File: config.mk
export PLATFORM = sky130hd
export DESIGN_NAME = ps2_key_decoder
export DESIGN_NICKNAME = d
export VERILOG_FILES = /design/src/rtl/ps2_pkg.sv /design/src/rtl/ps2_evt_fifo.sv /design/src/rtl/ps2_key_decoder.sv
export SDC_FILE = /design/constraint.sdc
export NUM_CORES = 1
export LEC_CHECK = 0
export BUFFER_PORTS_ARGS = -buffer_cell sky130_fd_sc_hd__buf_2
export CORE_ASPECT_RATIO = 1.75
export CORE_MARGIN = 4
export CORE_UTILIZATION = 60
export CTS_BUF_LIST = sky130_fd_sc_hd__clkbuf_8
export CTS_CLUSTER_DIAMETER = 40
export DETAILED_ROUTE_END_ITERATION = 6
export PLACE_DENSITY_LB_ADDON = 0.1
export SLEW_MARGIN = 40
export SYNTH_ARGS = -nofsm -noshare
export SYNTH_HDL_FRONTEND = slang
export SYNTH_SLANG_ARGS = --single-unit
File: constraint.sdc
create_clock -name clk -period 3.6 [get_ports clk]
set_input_delay 0.54 -clock clk [delete_from_list [all_inputs] [get_ports clk]]
set_output_delay 0.54 -clock clk [all_outputs]
set_load 0.005 [all_outputs]
File: src/rtl/ps2_pkg.sv
// Shared PS/2 decode definitions: protocol byte values, decoder state type, event record.
// Purely declarative; no timing or flow control of its own.
// The decoder state type shrinks to IDLE/BRK unless PS2_KEY_DECODER_EXT_EN is defined.
package ps2_pkg;

    localparam logic [7:0] PS2_EXT    = 8'hE0;
    localparam logic [7:0] PS2_BRK    = 8'hF0;
    localparam logic [7:0] PS2_BAT    = 8'hAA;
    localparam logic [7:0] PS2_ACK    = 8'hFA;
    localparam logic [7:0] PS2_RESEND = 8'hFE;

`ifdef PS2_KEY_DECODER_EXT_EN
    typedef enum logic [1:0] {
        IDLE,
        EXT,
        BRK,
        EXT_BRK
    } ps2_state_t;
`else
    typedef enum logic {
        IDLE,
        BRK
    } ps2_state_t;
`endif

    typedef struct packed {
        logic       ext;
        logic       brk;
        logic [7:0] code;
    } ps2_evt_t;

    // Keyboard housekeeping replies that carry no key information.
    function automatic logic is_housekeeping(input logic [7:0] b);
        return (b == PS2_BAT) || (b == PS2_ACK) || (b == PS2_RESEND);
    endfunction

endpackage

File: src/rtl/ps2_evt_fifo.sv
// Generic valid/ready FIFO with a registered head output and explicit full flag.
// Latency: a write into an empty FIFO is visible at rd_dat/rd_vld the next cycle.
// Backpressure: wr_rdy drops when full unless a read frees a slot in the same cycle.
module ps2_evt_fifo #(
    parameter int unsigned WIDTH = 10,
    parameter int unsigned DEPTH = 4
) (
    input  logic             clk,
    input  logic             rst,
    input  logic             wr_vld,
    input  logic [WIDTH-1:0] wr_dat,
    output logic             wr_rdy,
    output logic             rd_vld,
    output logic [WIDTH-1:0] rd_dat,
    input  logic             rd_rdy
);

    localparam int unsigned AW = (DEPTH > 1) ? $clog2(DEPTH) : 1;

    logic [WIDTH-1:0] mem_q [DEPTH];
    logic [WIDTH-1:0] mem_d [DEPTH];
    logic [AW-1:0]    wr_ptr_q, wr_ptr_d;
    logic [AW-1:0]    rd_ptr_q, rd_ptr_d;
    logic             full_q, full_d;
    logic [WIDTH-1:0] dout_q, dout_d;
    logic             empty;
    logic             wr_ok;
    logic             rd_ok;
    logic             empty_next;

    assign empty  = (wr_ptr_q == rd_ptr_q) && !full_q;
    assign rd_ok  = rd_rdy && !empty;
    assign wr_rdy = !full_q || rd_ok;
    assign wr_ok  = wr_vld && wr_rdy;
    assign rd_vld = !empty;
    assign rd_dat = dout_q;

    always_comb begin
        mem_d    = mem_q;
        wr_ptr_d = wr_ptr_q;
        rd_ptr_d = rd_ptr_q;
        full_d   = full_q;
        if (wr_ok) begin
            mem_d[wr_ptr_q] = wr_dat;
            wr_ptr_d        = wr_ptr_q + AW'(1);
        end
        if (rd_ok) begin
            rd_ptr_d = rd_ptr_q + AW'(1);
        end
        if (wr_ok && !rd_ok) begin
            full_d = (wr_ptr_d == rd_ptr_q);
        end else if (rd_ok && !wr_ok) begin
            full_d = 1'b0;
        end
    end

    assign empty_next = (wr_ptr_d == rd_ptr_d) && !full_d;

    // The head register must see this cycle's write when that entry becomes the new head.
    always_comb begin
        dout_d = dout_q;
        if (wr_ok && (rd_ptr_d == wr_ptr_q)) begin
            dout_d = wr_dat;
        end else if (!empty_next) begin
            dout_d = mem_q[rd_ptr_d];
        end
    end

    always_ff @(posedge clk) begin
        mem_q <= mem_d;
    end

    always_ff @(posedge clk or posedge rst) begin
        if (rst) begin
            wr_ptr_q <= '0;
            rd_ptr_q <= '0;
            full_q   <= 1'b0;
            dout_q   <= '0;
        end else begin
            wr_ptr_q <= wr_ptr_d;
            rd_ptr_q <= rd_ptr_d;
            full_q   <= full_d;
            dout_q   <= dout_d;
        end
    end

endmodule

File: src/rtl/ps2_key_decoder.sv
// PS/2 set-2 scan-code decoder: prefixes E0/F0 fold into press/release events queued in a FIFO.
// Latency: event on ev_* one cycle after the final byte strobe; held tracks HOLD_CODE likewise.
// Backpressure: ev_valid/ev_ready pop; events arriving at a full FIFO are dropped and set overflow.
// E0 (extended) support is built only with PS2_KEY_DECODER_EXT_EN defined.
module ps2_key_decoder
    import ps2_pkg::*;
#(
    parameter int unsigned FIFO_DEPTH = 4,
    parameter logic [7:0]  HOLD_CODE  = 8'h24
) (
    input  logic       clk,
    input  logic       rst,
    input  logic [7:0] rx_data,
    input  logic       rx_valid,
    input  logic       rx_err,
    output logic [7:0] ev_code,
    output logic       ev_break,
    output logic       ev_ext,
    output logic       ev_valid,
    input  logic       ev_ready,
    output logic       held,
    output logic       overflow,
    input  logic       clr_overflow
);

    ps2_state_t state_q, state_d;
    logic       held_q, held_d;
    logic       overflow_q, overflow_d;
    ps2_evt_t   evt;
    logic       evt_vld;
    logic       fifo_wr_rdy;
    ps2_evt_t   head;
    logic       byte_ok;

`ifdef PS2_KEY_DECODER_EXT_EN
    assign byte_ok = rx_valid && !rx_err;
`else
    assign byte_ok = rx_valid && !rx_err && (rx_data != PS2_EXT);
`endif

    always_comb begin
        state_d  = state_q;
        evt_vld  = 1'b0;
        evt      = '0;
        evt.code = rx_data;
`ifdef PS2_KEY_DECODER_EXT_EN
        evt.brk  = (state_q == BRK) || (state_q == EXT_BRK);
        evt.ext  = (state_q == EXT) || (state_q == EXT_BRK);
`else
        evt.brk  = (state_q == BRK);
        evt.ext  = 1'b0;
`endif
        if (rx_valid && rx_err) begin
            state_d = IDLE;
        end else if (byte_ok) begin
            state_d = IDLE;
            case (state_q)
                IDLE: begin
                    if (rx_data == PS2_BRK) begin
                        state_d = BRK;
`ifdef PS2_KEY_DECODER_EXT_EN
                    end else if (rx_data == PS2_EXT) begin
                        state_d = EXT;
`endif
                    end else if (!is_housekeeping(rx_data)) begin
                        evt_vld = 1'b1;
                    end
                end
                // A repeated prefix is a protocol error: fall back to IDLE silently.
                BRK: begin
                    evt_vld = (rx_data != PS2_BRK);
                end
`ifdef PS2_KEY_DECODER_EXT_EN
                EXT: begin
                    if (rx_data == PS2_BRK) begin
                        state_d = EXT_BRK;
                    end else if (rx_data != PS2_EXT) begin
                        evt_vld = 1'b1;
                    end
                end
                EXT_BRK: begin
                    evt_vld = (rx_data != PS2_EXT) && (rx_data != PS2_BRK);
                end
`endif
                default: state_d = IDLE;
            endcase
        end
    end

    // held follows the decoded key stream, independent of whether the FIFO kept the event.
    always_comb begin
        held_d = held_q;
        if (evt_vld && (evt.code == HOLD_CODE) && !evt.ext) begin
            held_d = !evt.brk;
        end
    end

    assign overflow_d = (overflow_q && !clr_overflow) || (evt_vld && !fifo_wr_rdy);

    always_ff @(posedge clk or posedge rst) begin
        if (rst) begin
            state_q    <= IDLE;
            held_q     <= 1'b0;
            overflow_q <= 1'b0;
        end else begin
            state_q    <= state_d;
            held_q     <= held_d;
            overflow_q <= overflow_d;
        end
    end

    ps2_evt_fifo #(
        .WIDTH ($bits(ps2_evt_t)),
        .DEPTH (FIFO_DEPTH)
    ) u_fifo (
        .clk    (clk),
        .rst    (rst),
        .wr_vld (evt_vld),
        .wr_dat (evt),
        .wr_rdy (fifo_wr_rdy),
        .rd_vld (ev_valid),
        .rd_dat (head),
        .rd_rdy (ev_ready)
    );

    // Without extended support the ext field is never written as 1, so ev_ext is constant 0.
    assign ev_code  = head.code;
    assign ev_break = head.brk;
    assign ev_ext   = head.ext;
    assign held     = held_q;
    assign overflow = overflow_q;

endmodule

==> qor.yml, run 1 <==
placement:
  dpl-instance-area_um2: 2668
  dp_hpwl_um: 3993
  globalplace.congestion: 0.9004
  pre_cts_ws_ns: 0.5189
  io_buffers: 25
synth:
  synth_seq_cells: 53
  postSynth.asyncResetShare_pct: 32.08
  portion_of_synthesized_cell_area_occupied_by_the_leading_cell_type_pct: 43.09
  yosysSeqAreaShare_pct: 60.05
  synthesis.area_per_instance_um2: 12.86
  syn_inst: 195
  synth_area_um2: 2509
  synth_top_flop_cell: "edfxtp_1"
  number_of_flops_mapped_to_enable_cells_by_yosys: 36
  synthesis.nets: 213
  top_cell_type_by_total_area_after_synthesis: "edfxtp_1"
  post_synth_cell_types: 47
  count_of_synthesis_stage_warnings_from_yosys: 0
  biggest_area_contributors_in_the_synthesized_netlist: "edfxtp_1, dfrtp_1, mux2_4"
setup_path:
  worst_r2r_endpoint: "u_fifo.rd_dat[3]$_DFFE_PP0P_"
  ff2ff_path_depth: 6
  critical_path_peak_fanout: 10
  critPathKind: "reg2reg"
  timing.critical_path.arrival_ns: 3.00
  critPathCaptureType: "register"
  rrSetupSlack_ns: 0.78
  crit-reg2reg-launch: "u_fifo.wr_ptr_q[1]$_DFF_PP0_"
  cpLargestDelayFamily: "multiplexers"
  critPathSlowestCell: "mux4_2"
  crit_path_buffers_inverters: 0
  timing.critical_path.required_ns: 3.78
  crit_chain: "xor2_1 -> or4_1 -> nand3_1 -> mux4_2 -> mux2_2 -> mux2_4"
  max_stage_delay_ns: 0.56
  startpoint_type: "register"
worst_hold_path:
  hold_path_class: "in2async"
grt:
  gr-usage-met1_pct: 26.43
  first_global_vias: 1816
  grt.overflow.total: 0
  global_route.peak_usage_layer: "met2"
  pin_count_of_the_biggest_net_entering_global_routing: 18
  antenna_violations_before_repair: 0
  grt_pass1_wl_um: 9128
  global_routing_met3_resource_utilization_pct: 3.315
  grtUsageTotal_pct: 22.65
  grt_util_met2_pct: 41.22
floorplanning:
  die_area_um2: 5321
  pin_count: 27
  die_width_um: 56.88
  initial_utilization_pct: 63.65
  num_rows: 30
  core_area_um2: 3941
  die_h_um: 93.54
clock_tree:
  tritoncts_clock_tree: "done"
  cts-htree-levels: 2
  cts_repair_resize_count: 0
  clockRootBuffer: "clkbuf_8"
  cts_hold_repair.buffers: 0
  worst_setup_hold_path_clk_slew_ns: 0.10
  clk-insertion-delay-late_ns: 0.30
  clock_sinks: 53
  cts-root-to-sink-buffers: 2
  cts-buffers-inserted: 5
  cts_setup_buffers: 0
final_layout:
  commonest_cells_after_routing_fill_and_taps_aside: "edfxtp_1, buf_2, dfrtp_1, nand3_1, o21ai_0"
  design.final.nets: 240
  area_growth_syn_to_layout_pct: 9.776
  drive_above_1_share_pct: 23.32
  fin_util_pct: 69.87
  antenna_cells: 0
  layout.cells.most_common: "edfxtp_1"
  final_design_area_no_fill_um2: 2754
timing:
  ratio_of_final_minimum_period_to_clock_period_pct: 78.35
  setup_viol: 0
  grt_setup_unrepaired: "no"
  finalClockSkew_ns: 0.009111
  clock.fmax_mhz: 354.5
  timing.max_slew.rel_slack_pct: 49.65
  timing_worst_slew_pin_value_ns: 0.7545
  final.setup.tns_ns: 0
  slew_viol_final: 0
  worst_slack_setup_final_ns: 0.7794
  hold_fails_final_rpt: 0
  fin_crit_ns: 2.821
detailed_routing:
  num_vias: 1701
  finalWirelength_um: 5648
  drcViolationCount: 0
  initialDrtViolationCount: 99
  route.detailed.wl_per_inst_um: 20.84
  drt_pass1_iterations: 4
  detail_route.vias_per_cell: 6.277
  route.antenna.remaining_nets: 0
pwr:
  cellLeakagePower_uw: 0.001093
  power.ir.vdd_worst_mv: 0.8518
  power.density_cell_area_nw_per_um2: 865.6
outcome:
  outcome: "completed"
flow_run:
  reported_max_cap_violation_count: 0
-- metal layers --
layer  routed length, µm  share of wire (%)  up-vias
met5                   0                  0        -
met4                  41               0.73        0
met3                 250                4.4        4
li1                    -                  -      792
met2                3145                 56       52
met1                2210                 39      853
-- flip-flops by register name, summed over array words and instances, names as in the netlist --
signal,count
u_fifo.mem_q,36
u_fifo.rd_dat,9
u_fifo.rd_ptr_q,2
u_fifo.wr_ptr_q,2
held,1
overflow,1
state_q,1
u_fifo.full_q,1
-- how the worst max path moves through the flow --
stage	from	endpoint	slack (ns)	depth (start not counted)
finish	u_fifo.wr_ptr_q[1]$_DFF_PP0_	u_fifo.rd_dat[3]$_DFFE_PP0P_	0.78	6
global route	u_fifo.wr_ptr_q[1]$_DFF_PP0_	u_fifo.rd_dat[3]$_DFFE_PP0P_	0.69	6
CTS	u_fifo.wr_ptr_q[1]$_DFF_PP0_	u_fifo.rd_dat[3]$_DFFE_PP0P_	0.78	6
detailed placement	rx_data[0]	u_fifo.rd_dat[1]$_DFFE_PP0P_	0.52	7
global placement	rx_data[0]	u_fifo.rd_dat[5]$_DFFE_PP0P_	0.57	7
floorplan	rx_data[0]	u_fifo.rd_dat[0]$_DFFE_PP0P_	0.79	9
-- synthesized netlist by cell type (2+ instances only) --
master,count
ha_1,4
and2_1,6
nand2_1,9
nor2_1,10
a211o_1,2
nand2b_1,4
a311oi_1,2
o2111ai_1,2
edfxtp_1,36
nand3_1,11
a21o_1,9
dfrtp_1,17
xnor2_1,3
inv_1,6
nor3_1,3
buf_6,2
a22oi_1,8
o21ai_0,11
mux2_4,9
clkbuf_1,5
o21bai_1,2
a31oi_1,8
nor3b_1,2
-- kinds of logic after synthesis --
| logic type | Yosys count | synth area share [%] |
|---|---|---|
| DFF | 53 | 60.05 |
| xor gates and xnor gates | 4 | 1.397 |
| adders and majority gates | 4 | 1.995 |
| muxes | 12 | 7.132 |
| buffers and inverters | 15 | 3.042 |
| and+or+nand+nor | 53 | 11.52 |
| AOI/OAI and AO/OA | 53 | 14.71 |
| other | 1 | 0.1495 |
-- metrics by stage --
stage | std cells | hold WS [ns] | power, µW
finish | 271 | 0.3555 | 2384
global route | 271 | 0.3724 | 2537
CTS | 271 | 0.3662 | 2387
detailed placement | 263 | 0.4952 | 2066
global placement | 262 | 0.4934 | 2006
floorplan | 195 | 0.4661 | 1758
-- area by class of cell --
cell class / instances / area [µm²]
clock buffer: 5 / 68.82
clock inverter: 3 / 17.52
fill: 285 / 1187
inverter: 6 / 22.52
multi-input combinational: 127 / 925.9
sequential: 53 / 1506
tap: 48 / 60.06
timing repair buffer: 29 / 152.6
-- power breakdown --
group / switching, µW / internal, µW / total (µW)
clock network: 189 / 135 / 323
registers: 97.5 / 786 / 884
logic: 595 / 581 / 1180
total: 882 / 1500 / 2380
Power figures use the tool's default switching activity.
==> run 2, diff against run 1 <==
--- a/config.mk
+++ b/config.mk
@@ -8,7 +8,7 @@
 export BUFFER_PORTS_ARGS = -buffer_cell sky130_fd_sc_hd__buf_2
 export CORE_ASPECT_RATIO = 1.75
 export CORE_MARGIN = 4
-export CORE_UTILIZATION = 60
+export CORE_UTILIZATION = 54
 export CTS_BUF_LIST = sky130_fd_sc_hd__clkbuf_8
 export CTS_CLUSTER_DIAMETER = 40
 export DETAILED_ROUTE_END_ITERATION = 6
==> constraint.sdc (replaced) <==
create_clock -name clk -period 2.4 [get_ports clk]
set_input_delay 0.36 -clock clk [delete_from_list [all_inputs] [get_ports clk]]
set_output_delay 0.36 -clock clk [all_outputs]
set_load 0.005 [all_outputs]
==> run 2 against run 1 <==
Against the previous run: non-clock buffer count grew 22; worst hold slack lost 0.22 ns; combinational power grew 74%; via count grew 4.4%; critical path type unchanged.
==> qor.yml, run 2 (synthesis gave the netlist of run 1 again) <==
clock_tree:
  cts_hold_repair.buffers: 0
  tritoncts_clock_tree: "done"
  clockRootBuffer: "clkbuf_8"
  worst_setup_hold_path_clk_slew_ns: 0.09
  cts-htree-levels: 2
  clock_sinks: 53
  cts-root-to-sink-buffers: 2
  cts-buffers-inserted: 5
  clk-insertion-delay-late_ns: 0.31
detailed_routing:
  initialDrtViolationCount: 94
  route.detailed.wl_per_inst_um: 19.34
  route.antenna.remaining_nets: 0
  num_vias: 1775
  drcViolationCount: 0
  finalWirelength_um: 5726
  drt_pass1_iterations: 4
  detail_route.vias_per_cell: 5.997
final_layout:
  final_design_area_no_fill_um2: 2969
  commonest_cells_after_routing_fill_and_taps_aside: "edfxtp_1, buf_4, buf_2, dfrtp_1, o21ai_0"
  multi_input_area_um2: 943.4
  registers.top_by_ff_count: "u_fifo.mem_q"
  design.final.nets: 262
  fill_cells: 332
  antenna_cells: 0
  finalNonFillerCells: 296
  largest_reg_flops: 36
  fin_util_pct: 66.81
  area_growth_syn_to_layout_pct: 18.35
  sequential_cell_area_um2: 1506
  drive_above_1_share_pct: 32.24
  layout.cells.most_common: "edfxtp_1"
grt:
  antenna_violations_before_repair: 0
  grt_pass1_wl_um: 8901
  pin_count_of_the_biggest_net_entering_global_routing: 18
  grt.overflow.total: 0
  grtUsageTotal_pct: 20.43
  first_global_vias: 1811
setup_path:
  timing.critical_path.required_ns: 2.60
  critPathSlowestCell: "dfrtp_1"
  critical_path.most_common_cell: "a211o_1"
  path_depth: 7
  critPathCaptureType: "register"
  critPathKind: "reg2reg"
  timing.critical_path.arrival_ns: 2.58
  crit_path_buffers_inverters: 1
  max_stage_delay_ns: 0.40
  startpoint_type: "register"
  cpLargestDelayFamily: "compound AO/OA/AOI/OAI gates"
  critical_path_peak_fanout: 9
  crit_chain: "buf_4 -> nor3b_1 -> a211o_1 -> nand3_1 -> a211o_1 -> a21o_2 -> mux2_4"
  ff2ff_path_depth: 7
timing:
  finalClockSkew_ns: 0.006048
  ratio_of_final_minimum_period_to_clock_period_pct: 99.40
  timing_worst_slew_pin_value_ns: 0.6695
  hold_fails_final_rpt: 0
  timing.max_slew.rel_slack_pct: 55.32
  setup_viol: 0
  clock.fmax_mhz: 419.2
  slew_viol_final: 0
  fin_crit_ns: 2.386
  worst_hold_slack_ns: 0.1348
floorplanning:
  die_area_um2: 5843
  initial_utilization_pct: 56.45
  die_width_um: 59.53
  num_rows: 32
  core_area_um2: 4444
  pin_count: 27
  die_h_um: 98.17
pwr:
  post-layout-total-power_uw: 3945
  power.density_cell_area_nw_per_um2: 1329
  cellLeakagePower_uw: 0.001216
  power.ir.vdd_worst_mv: 0.9207
placement:
  dpl-instance-area_um2: 2816
  io_buffers: 25
  placed_cells: 285
  dp_hpwl_um: 4277
  globalplace.congestion: 0.8694
flow_run:
  reported_max_cap_violation_count: 0
outcome:
  outcome: "completed"
worst_hold_path:
  hold_path_class: "in2async"
## run 2: cell count changes in the layout (fill, tap and decap cells not counted), sizes merged
cell	previous run	this run
buf	29	51
bufinv	0	1
inv	6	7
clkinv	3	1
## run 2: final timing paths
kind                                                    from                      endpoint  slack, ns
worst max-delay path            u_fifo.wr_ptr_q[1]$_DFF_PP0_  u_fifo.rd_dat[5]$_DFFE_PP0P_       0.01
worst min-delay path                                     rst  u_fifo.rd_dat[3]$_DFFE_PP0P_       0.13
worst max register to register  u_fifo.wr_ptr_q[1]$_DFF_PP0_  u_fifo.rd_dat[5]$_DFFE_PP0P_       0.01
worst min register to register  u_fifo.rd_dat[2]$_DFFE_PP0P_  u_fifo.rd_dat[2]$_DFFE_PP0P_       0.51
max in group asynchronous                                rst  u_fifo.rd_dat[8]$_DFFE_PP0P_       1.84
min in group clk                                clr_overflow            overflow$_DFF_PP0_       0.22
## run 2: per-layer routing
layer,GRT usage [%],up-vias,part of all wire (%)
li1,-,832,-
met1,24.37,861,37
met2,35.72,72,55
met3,3.571,10,5.5
met4,7.167,0,2.2
met5,0,-,0
## run 2: area by class of cell
type / instances / share of cell area [%]
multi-input combinational: 127 / 31.77
clock buffer: 5 / 2.318
tap: 51 / 2.149
inverter: 6 / 0.7585
timing repair buffer: 51 / 10.79
clock inverter: 3 / 1.475
sequential: 53 / 50.74
## run 2: timing repair
action,4_1_cts,5_1_grt
resized for setup,1,3
cloned,0,0
endpoints found under the setup margin,1,9
pin swaps,0,2
setup buffers,0,3
## run 2: report_power, final
part	internal [µW]	leakage, µW	switching, µW
clock	313	0.0000585	298
combinational	1050	0.000624	1000
sequential	1180	0.000533	108
## run 2: per-stage QoR
step	setup slack (ns)	setup TNS [ns]
floorplan	-0.1919	-1.727
global placement	-0.2188	-1.966
detailed placement	-0.2370	-2.059
CTS	0.01646	0
global route	-0.08289	-0.6981
finish	0.01433	0
==> run 3, diff against run 2 <==
--- a/config.mk
+++ b/config.mk
@@ -8,7 +8,7 @@
 export BUFFER_PORTS_ARGS = -buffer_cell sky130_fd_sc_hd__buf_2
 export CORE_ASPECT_RATIO = 1.75
 export CORE_MARGIN = 4
-export CORE_UTILIZATION = 54
+export CORE_UTILIZATION = 57
 export CTS_BUF_LIST = sky130_fd_sc_hd__clkbuf_8
 export CTS_CLUSTER_DIAMETER = 40
 export DETAILED_ROUTE_END_ITERATION = 6
@@ -16,4 +16,5 @@
 export SLEW_MARGIN = 40
 export SYNTH_ARGS = -nofsm -noshare
 export SYNTH_HDL_FRONTEND = slang
+export SYNTH_HIERARCHICAL = 1
 export SYNTH_SLANG_ARGS = --single-unit
==> run 3 against run 2 <==
Against the previous run: count of clock-buffer cells in the layout rose by 7; the flow now finishes with violations (setup timing); critical path type is now in2reg; sequential power grew 12%; first-iteration DRC count grew to 2.7 times the previous value; clock skew is 0.0017 ns higher; highest routed layer unchanged; cell count is 73% higher.
==> qor.yml, run 3 <==
setup_path:
  timing.critical_path.arrival_ns: 2.69
  critPathKind: "in2reg"
  critical_path_peak_fanout: 5
  timing.critical_path.required_ns: 2.61
  critPathCaptureType: "register"
  startpoint_type: "primary input"
final_layout:
  layout.cells.most_common: "buf_4"
  registers.top_by_ff_count: "u_fifo/mem_q"
  drive_above_1_share_pct: 27.59
  area_growth_syn_to_layout_pct: 24.65
  finalNonFillerCells: 513
  commonest_cells_after_routing_fill_and_taps_aside: "buf_4, edfxtp_1, nor2_1, a21oi_1, mux2i_1"
  antenna_cells: 0
  largest_reg_flops: 40
  design.final.nets: 448
floorplanning:
  core_area_um2: 5926
  initial_utilization_pct: 59.52
  pin_count: 27
  die_width_um: 67.47
  die_h_um: 112.1
  die_area_um2: 7560
  num_rows: 37
clock_tree:
  tritoncts_clock_tree: "done"
  cts-buffers-inserted: 9
  clk-insertion-delay-late_ns: 0.35
  clockRootBuffer: "clkbuf_8"
  clock_sinks: 58
  worst_setup_hold_path_clk_slew_ns: 0.06
  cts-root-to-sink-buffers: 2
  cts-htree-levels: 3
synth:
  post-synth-top-count-cell: "edfxtp_1"
  count_of_synthesis_stage_warnings_from_yosys: 6
  post_synth_cell_types: 55
  portion_of_synthesized_cell_area_occupied_by_the_leading_cell_type_pct: 34.05
  synthesis.area_per_instance_um2: 9.908
  syn_inst: 356
  synth_seq_cells: 58
  postSynth.asyncResetShare_pct: 31.03
  top_cell_type_by_total_area_after_synthesis: "edfxtp_1"
  synth_area_um2: 3527
  yosysSeqAreaShare_pct: 46.83
  biggest_area_contributors_in_the_synthesized_netlist: "edfxtp_1, dfrtp_1, mux2i_1"
  number_of_flops_mapped_to_enable_cells_by_yosys: 40
  synth_top_flop_cell: "edfxtp_1"
  most_numerous_cell_types_in_the_synthesized_netlist: "edfxtp_1, nor2_1, a21oi_1"
placement:
  globalplace.congestion: 0.8543
  io_buffers: 26
  placed_cells: 493
  pre_cts_ws_ns: -0.4532
  dp_hpwl_um: 6610
grt:
  pin_count_of_the_biggest_net_entering_global_routing: 41
  grt_pass1_wl_um: 15400
  grtUsageTotal_pct: 27.60
  grt.overflow.total: 0
  first_global_vias: 3197
  antenna_violations_before_repair: 0
detailed_routing:
  drcViolationCount: 0
  route.antenna.remaining_nets: 0
  num_vias: 3125
  finalWirelength_um: 9599
  initialDrtViolationCount: 250
  route.detailed.wl_per_inst_um: 18.71
  detail_route.vias_per_cell: 6.092
  drt_pass1_iterations: 6
worst_hold_path:
  hold_path_class: "in2reg"
pwr:
  post-layout-total-power_uw: 5904
  cellLeakagePower_uw: 0.001840
  power.density_cell_area_nw_per_um2: 1343
  power.ir.vdd_worst_mv: 1.045
timing:
  worst_slack_setup_final_ns: -0.08371
  setup_viol: 10
  timing_worst_slew_pin_value_ns: 0.6208
  grt_setup_unrepaired: "yes"
  timing.max_slew.rel_slack_pct: 58.57
  fin_crit_ns: 2.484
  slew_viol_final: 0
  hold_fails_final_rpt: 0
  clock.fmax_mhz: 402.6
  ratio_of_final_minimum_period_to_clock_period_pct: 103.5
  finalClockSkew_ns: 0.007750
outcome:
  violations: "setup timing"
  outcome: "complete, but fails checks"
flow_run:
  reported_max_cap_violation_count: 0
-- run 3: worst paths after layout --
kind | cells after the start | start | slack (ns) | end
max reg2reg | 8 | state_q$_DFFE_PP0P_ | 0.03 | u_fifo/rd_dat[5]$_DFFE_PP0P_
max in group asynchronous | 3 | rst | 1.33 | u_fifo/rd_ptr_q[0]$_DFF_PP0_
max | 10 | rx_data[6] | -0.08 | u_fifo/rd_dat[5]$_DFFE_PP0P_
min reg2reg | 2 | overflow$_DFF_PP0_ | 0.50 | overflow$_DFF_PP0_
min in group asynchronous | 3 | rst | 0.44 | overflow$_DFF_PP0_
min | 3 | clr_overflow | 0.28 | overflow$_DFF_PP0_
-- run 3: per-layer routing --
| metal | track usage [%] | share of wire (%) | vias to the layer above |
|---|---|---|---|
| met5 | 0 | 0 | - |
| met4 | 12.47 | 2.6 | 0 |
| met3 | 5.105 | 5.8 | 20 |
| met2 | 49.06 | 56 | 115 |
| met1 | 30.54 | 36 | 1514 |
| li1 | - | - | 1476 |
-- run 3: per-stage QoR --
step	util [%]	TNS [ns]	cell area, µm²	hold WS (ns)
after floorplan	-	-1.811	3551	0.1136
final	74.20	-0.6720	4397	0.2778
after global routing	74.20	-1.248	4397	0.2940
after CTS	73.71	-0.2593	4368	0.2679
after detailed placement	69.64	-4.382	4126	0.2531
after global placement	69.49	-3.591	4118	0.2499
-- run 3: repair_timing --
item	CTS	global route
endpoints found under the setup margin	10	10
hold buffers	1	0
endpoints found under the hold margin	3	0
gates resized for setup	3	6
setup buffers	1	2
gates cloned	0	1
pin swaps	0	7
-- run 3: area by class of cell --
| type | instances | area, µm² |
|---|---|---|
| multi-input combinational | 259 | 1747 |
| sequential | 58 | 1653 |
| fill | 449 | 1529 |
| timing repair buffer | 84 | 624.3 |
| clock buffer | 12 | 165.2 |
| tap | 78 | 97.59 |
| inverter | 18 | 67.56 |
| clock inverter | 4 | 42.54 |
-- run 3: cells by family (layout without fill, tap and decap cells) --
kind of cell / count (synthesis) / after routing / synth area share [%]
AO/OA/AOI/OAI: 103 / 103 / 19.55
XOR/XNOR: 6 / 6 / 2.022
adder cells (fa/ha/maj): 4 / 4 / 1.419
buffers and inverters: 44 / 118 / 5.711
flip-flops: 58 / 58 / 46.83
multiplexers: 32 / 32 / 9.259
other: 1 / 5 / 0.1063
AND/OR/NAND/NOR: 108 / 109 / 15.11
-- run 3: report_power, final --
part	switching [µW]	internal, µW	leakage [µW]	total (µW)
logic	1970	1550	0.00114	3520
clock network	372	555	0.000115	927
registers	154	1300	0.000582	1450
total	2500	3410	0.00184	5900
-- run 3: worst max-delay path: stages --
cell and delay [ns]:
buf_6 0.09, or3_4 0.39, a2111oi_4 0.47, nor3_4 0.10
nand2_4 0.08, mux2_4 0.32, xnor2_2 0.14, a32o_2 0.30
or2_4 0.30, mux2i_1 0.13
